## src/rtl/dmem_arbiter.sv

```systemverilog
// rtl/dmem_arbiter.sv - round-robin arbiter sharing the vector data memory between pipeline and FIR loader
//
// Ports:
//   clk, rst            rising-edge clock, asynchronous active-low reset
//   p0_req/we/addr/wdata  pipeline Memory-stage request; payload held until p0_done
//   p0_rdata, p0_done   registered read data, one-cycle completion pulse
//   stall_m             p0_req & ~p0_done, to the hazard unit
//   p1_*                FIR sample/coefficient loader port, same protocol as port 0
//   mem_en/we/addr/wdata  one-cycle access strobe with registered command to the memory macro
//   mem_rdata           read data, valid exactly MEM_LAT cycles after the mem_en cycle
module dmem_arbiter #(
   parameter int DATA_W  = 256,
   parameter int ADDR_W  = 32,
   parameter int MEM_LAT = 2
) (
   input  logic              clk,
   input  logic              rst,
   input  logic              p0_req,
   input  logic              p0_we,
   input  logic [ADDR_W-1:0] p0_addr,
   input  logic [DATA_W-1:0] p0_wdata,
   output logic [DATA_W-1:0] p0_rdata,
   output logic              p0_done,
   output logic              stall_m,
   input  logic              p1_req,
   input  logic              p1_we,
   input  logic [ADDR_W-1:0] p1_addr,
   input  logic [DATA_W-1:0] p1_wdata,
   output logic [DATA_W-1:0] p1_rdata,
   output logic              p1_done,
   output logic              mem_en,
   output logic              mem_we,
   output logic [ADDR_W-1:0] mem_addr,
   output logic [DATA_W-1:0] mem_wdata,
   input  logic [DATA_W-1:0] mem_rdata
);

   typedef enum logic [1:0] {IDLE, ISSUE, WAIT, DONE} state_t;

   state_t     state;
   state_t     state_nxt;
   logic       gnt;
   logic       last_grant;
   logic       any_req;
   logic       winner;
   logic [3:0] cnt;

   assign any_req = p0_req | p1_req;
   // On a tie the port that was not served last wins; otherwise the lone requester wins.
   assign winner  = (p0_req & p1_req) ? ~last_grant : p1_req;
   assign stall_m = p0_req & ~p0_done;

   always_ff @(posedge clk or negedge rst) begin
      if (!rst) begin
         state <= IDLE;
      end else begin
         state <= state_nxt;
      end
   end

   always_comb begin
      state_nxt = state;
      mem_en    = 1'b0;
      p0_done   = 1'b0;
      p1_done   = 1'b0;
      case (state)
         IDLE: begin
            if (any_req) begin
               state_nxt = ISSUE;
            end
         end
         ISSUE: begin
            mem_en    = 1'b1;
            state_nxt = WAIT;
         end
         WAIT: begin
            if (cnt == 4'd1) begin
               state_nxt = DONE;
            end
         end
         DONE: begin
            p0_done   = ~gnt;
            p1_done   = gnt;
            state_nxt = IDLE;
         end
         default: state_nxt = IDLE;
      endcase
   end

   always_ff @(posedge clk or negedge rst) begin
      if (!rst) begin
         gnt        <= 1'b0;
         last_grant <= 1'b1;
         cnt        <= 4'd0;
         mem_we     <= 1'b0;
         mem_addr   <= '0;
         mem_wdata  <= '0;
         p0_rdata   <= '0;
         p1_rdata   <= '0;
      end else begin
         case (state)
            IDLE: begin
               if (any_req) begin
                  gnt        <= winner;
                  last_grant <= winner;
                  mem_we     <= winner ? p1_we    : p0_we;
                  mem_addr   <= winner ? p1_addr  : p0_addr;
                  mem_wdata  <= winner ? p1_wdata : p0_wdata;
               end
            end
            ISSUE: begin
               cnt <= 4'(MEM_LAT);
            end
            WAIT: begin
               cnt <= cnt - 4'd1;
               // cnt==1 is the cycle in which the macro presents the read data.
               if (cnt == 4'd1 && !mem_we) begin
                  if (gnt) begin
                     p1_rdata <= mem_rdata;
                  end else begin
                     p0_rdata <= mem_rdata;
                  end
               end
            end
            default: begin
            end
         endcase
      end
   end

endmodule

```

## config.mk

```make
export PLATFORM = sky130hd
export DESIGN_NAME = dmem_arbiter
export DESIGN_NICKNAME = d
export VERILOG_FILES = /design/src/rtl/dmem_arbiter.sv
export SDC_FILE = /design/constraint.sdc
export NUM_CORES = 1
export LEC_CHECK = 0
export CORE_AREA = 5 5 632 634
export DETAILED_ROUTE_END_ITERATION = 10
export DIE_AREA = 0 0 637 639
export PLACE_DENSITY = 0.32
export SLEW_MARGIN = 20
export SYNTH_ARGS = -nofsm -noshare
export SYNTH_HDL_FRONTEND = slang
export SYNTH_SLANG_ARGS = --single-unit
```

## constraint.sdc

```tcl
create_clock -name clk -period 2.95 [get_ports clk]
set_clock_uncertainty 0.1 [all_clocks]
set_input_delay 0.4425 -clock clk [delete_from_list [all_inputs] [get_ports clk]]
set_output_delay 0.4425 -clock clk [all_outputs]
set_load 0.1 [all_outputs]
```

* Word level (Yosys, flattened, before mapping) *
Cells that the tools add are included.

storage, ports and cells
  register bits = 809
  input bits = 838
  output and inout bits = 805
  word-level logic and storage cells = 41

operators by class
  $add $sub $neg = 1
  equal/unequal tests = 6
  multiplexer cells = 11
  bitwise operators = 6
  reduce and logical (&&, ||, !) cells = 8

operators by type and width
  kind                                                                    count
  256-bit two-way mux                                                     1
  32-bit two-way mux                                                      1
  2-bit one-hot mux with 4 select lines                                   1
  4-bit one-hot mux with 2 select lines                                   1
  3-bit AND reduction                                                     2
  1-bit two-way mux                                                       5
  2-bit equality test (second input constant)                             2
  4-bit by 1-bit equality test with 1-bit output (second input constant)  1
  2-bit two-way mux                                                       2
  2-bit inequality test (second input constant)                           2
  2-bit AND reduction                                                     2
  4-bit by 1-bit subtractor with 4-bit output (second input constant)     1
  1-bit inverter                                                          3
  1-bit AND                                                               2
  2-bit by 1-bit equality test with 1-bit output (second input constant)  1
  2-bit zero test                                                         1
  2-bit nonzero test                                                      1
  1-bit logical AND                                                       1
  1-bit zero test                                                         1
  1-bit bitwise OR                                                        1

* Logic depth before layout (Yosys ltp) *
  depth after elaboration = 4
  gate-level depth with buffers = 9
  mapped depth without buffers = 5

* Least setup slack after synthesis *
OpenSTA, ideal clock, no wires.

  path type = register -> output
  start = reg state[0]
  end = out stall_m
  arrival = 2879 ps
  data required time = 2408 ps
  setup slack = -472 ps
  stages on the path, launching flop included = 4
  path buffers = 0
  path through = dfrtp_1 ha_1 nor2b_1 nor2b_1

on the way
  word-level cells in the longest chain between the ends = 4

ends and longest elaborated chain
  item                    line  text
  start, declared         40    state_t state;
  start signal, assigned  57    state <= state_nxt;
  2-bit equality test     66    case (state)
  1-bit two-way mux       66
  via p0_done             23    output logic p0_done,
  1-bit inverter          51    assign stall_m = p0_req & ~p0_done;
  1-bit AND               51
  end, declared           24    output logic stall_m,

The timed path passes the listed nets, and every way through them passes these cells.

* Worst setup path in the final report *
  start = reg state[0]
  end = out stall_m

on the way
  word-level cells in the longest chain between the ends = 4

ends and longest elaborated chain
  item                 line
  2-bit equality test  66
  1-bit two-way mux    66
  1-bit inverter       51
  1-bit AND            51

No other way between the ends.

==> run_results.csv <==
group,metric,value,unit
outcome,status,"finished, final reports clean",
clocking,post-cts-setup-buffer-count,0,
floorplan,dieArea,407000,µm²
floorplan,io_pins,1643,
grt,antenna_found_initial,201,
timing,relSlewSlack,39.5,%
route,ant_nets,0,
final_layout,fin_cells,9452,
critical_path,startpoint,"state[0]",
timing,rsz0062_at_grt,"false",
route,drt-total-wl,279000,µm
final_layout,nets,4938,
yosys,syn_inst,2385,
yosys,synth_cell_types,31,
yosys,ys_ff_latch,809,
clocking,htreeDepth,3,
timing,drv_slew,0,
final_layout,filler_cell_count,44200,
critical_path,criticalPathCategory,"reg2out",
placement,place_hpwl,242000,µm
floorplan,rows,231,
critical_path,endpoint,"stall_m",
critical_path,crit-reg2reg-launch,"cnt[1]",
floorplan,die_x,637,µm
final_layout,layout_common_cells,"843 x buf_4, 836 x clkdlybuf4s50_1, 808 x dfrtp_1",
timing,finalSetupTns,0,ps
route,viasPerCell,2.90,
final_layout,multiInputGateArea,12400,µm²
critical_path,cp.arrival,2190,ps
floorplan,start_util,8.55,%
floorplan,core_area,394000,µm²
final_layout,syn2layout_area_growth,74.5,%
timing,fin_crit_sh,92.7,%
critical_path,crit_required,2410,ps
route,drt_iter0_drc,1387,
floorplan,die_h,639,µm
final_layout,final_common_cell,"buf_4",
route,vias,27400,
critical_path,path_max_fanout,4,
yosys,syn_area,33600,µm²
yosys,avgSynthCellArea,14.1,µm²
placement,dp.cells,9216,
clocking,cts.sinks,809,
flow_run,maxCapViolCount,0,
timing,worst_pin_slew,913,ps
timing,fmax,366,MHz
clocking,clk_pin_slew,60,ps
grt,grt_usage,13.1,%
critical_path,r2r-end,"p0_rdata[58]",
critical_path,endpoint_kind,"primary output",
min_path,hold_path.class,"in2reg",
placement,io_buffer_count,1642,
clocking,clockBufferDepth,4,
placement,place.gp.congestion,0.933,
route,firstDrtPassIters,5,
final_layout,seqCellArea,20200,µm²
grt,grt_overflow,0,
route,wl_per_cell,29.5,µm
final_layout,drive_above_1_share,38.3,%
critical_path,r2r_slack,240,ps
yosys,syn-num-nets,3230,
critical_path,r2r_cells,7,
clocking,cts_tree,"yes",
clocking,numCtsBuffers,116,
yosys,yosys_warnings,0,
timing,finalSetupViolations,0,
timing,period_needed,2740,ps
grt,grt_pass1_vias,28600,
timing,finalHoldViolations,0,
clocking,clk_latency,810,ps
clocking,cts-root-buf,"clkbuf_16",
grt,grt_first_pass_wirelength,348000,µm
yosys,synth-seq-area-share,60.2,%
route,drc_errors,0,
critical_path,startpoint_type,"flip-flop",
grt,grt_max_degree,77,
-- synth_stat cells, drive strengths merged --
cell / count / area [µm²]
a21bo: 1 / 10.0
a21oi: 2 / 10.0
a31oi: 2 / 12.5
and2: 1 / 6.26
buf: 66 / 684
clkbuf: 89 / 334
dfrtp: 808 / 20200
dfstp: 1 / 26.3
ha: 7 / 87.6
inv: 7 / 26.3
mux2: 513 / 6680
mux2i: 289 / 2890
nand2: 291 / 1090
nand3: 3 / 15.0
nand3b: 1 / 7.51
nor2: 1 / 3.75
nor2b: 2 / 12.5
nor3: 1 / 5.00
nor3b: 1 / 7.51
o21ai: 293 / 1470
o221ai: 1 / 8.76
o2bb2ai: 1 / 8.76
o32a: 1 / 10.0
or3: 1 / 6.26
or3b: 1 / 8.76
or4b: 1 / 10.0
-- layer usage --
metal  share of wire [%]  vias to the layer above  GRT usage (%)
met5                0.31                        -              0
met4                 3.1                      134           3.30
met3                 7.7                      491           4.76
met2                  54                     1204           25.1
met1                  35                    13700           13.4
li1                    -                    11800              -
-- through the flow --
| step | utilization [%] | setup slack (ps) | hold slack [ps] | instance area (µm²) |
|---|---|---|---|---|
| 6_report | 14.9 | 215 | 127 | 58700 |
| 5_1_grt | 14.9 | 22.4 | 64.3 | 58700 |
| 4_1_cts | 14.9 | 34.2 | 3.34 | 58600 |
| 3_5_place_dp | 13.9 | 160 | 372 | 54900 |
| 3_3_place_gp | 13.9 | 180 | 366 | 54900 |
| 2_1_floorplan | - | 85.5 | 46.9 | 33700 |
-- cell families after synthesis --
logic type               after synthesis  share of synthesized area [%]
buffers and inverters                162                           3.10
AO/OA/AOI/OAI                        301                           4.54
AND/OR/NAND/NOR                      304                           3.49
adder cells (fa/ha/maj)                7                          0.260
multiplexers                         802                           28.4
flip-flops                           809                           60.2
-- flip-flops by register name (all words and copies together) (netlist names) --
signal,cells
mem_wdata,256
p0_rdata,256
p1_rdata,256
mem_addr,32
cnt,4
state,2
gnt,1
last_grant,1
mem_we,1
-- layout make-up --
cell class	instances	share of cell area, %
antenna	44	0.188
clock buffer	166	5.71
clock inverter	25	0.573
inverter	7	0.0448
multi-input combinational	1414	21.1
sequential	809	34.5
tap	5242	11.2
timing repair buffer	1745	26.7
-- worst min path at each step --
| stage | startpoint | depth (start not counted) | end |
|---|---|---|---|
| after global routing | mem_rdata[34] | 2 | p0_rdata[34] |
| final | p1_wdata[203] | 3 | mem_wdata[203] |
| after CTS | p1_wdata[203] | 3 | mem_wdata[203] |
| after detailed placement | mem_wdata[12] | 2 | mem_wdata[12] |
| after floorplan | rst | 0 | cnt[0] |
| after global placement | mem_wdata[123] | 2 | mem_wdata[123] |
-- critical path, stage by stage (launching register included) --
cell and delay (ps):
dfrtp_1 410, ha_1 240, nor2b_4 170, nor2b_1 160, buf_6 190, buf_12 190
-- timing repair --
item / in CTS / in global routing
endpoints found under the setup margin: 1 / 0
hold buffers: 1 / 0
gates resized for setup: 2 / 0
hold endpoints to repair: 196 / 0
Power is not shown: default switching activity piles up to over one toggle a cycle in this logic, so the estimate is an artifact.
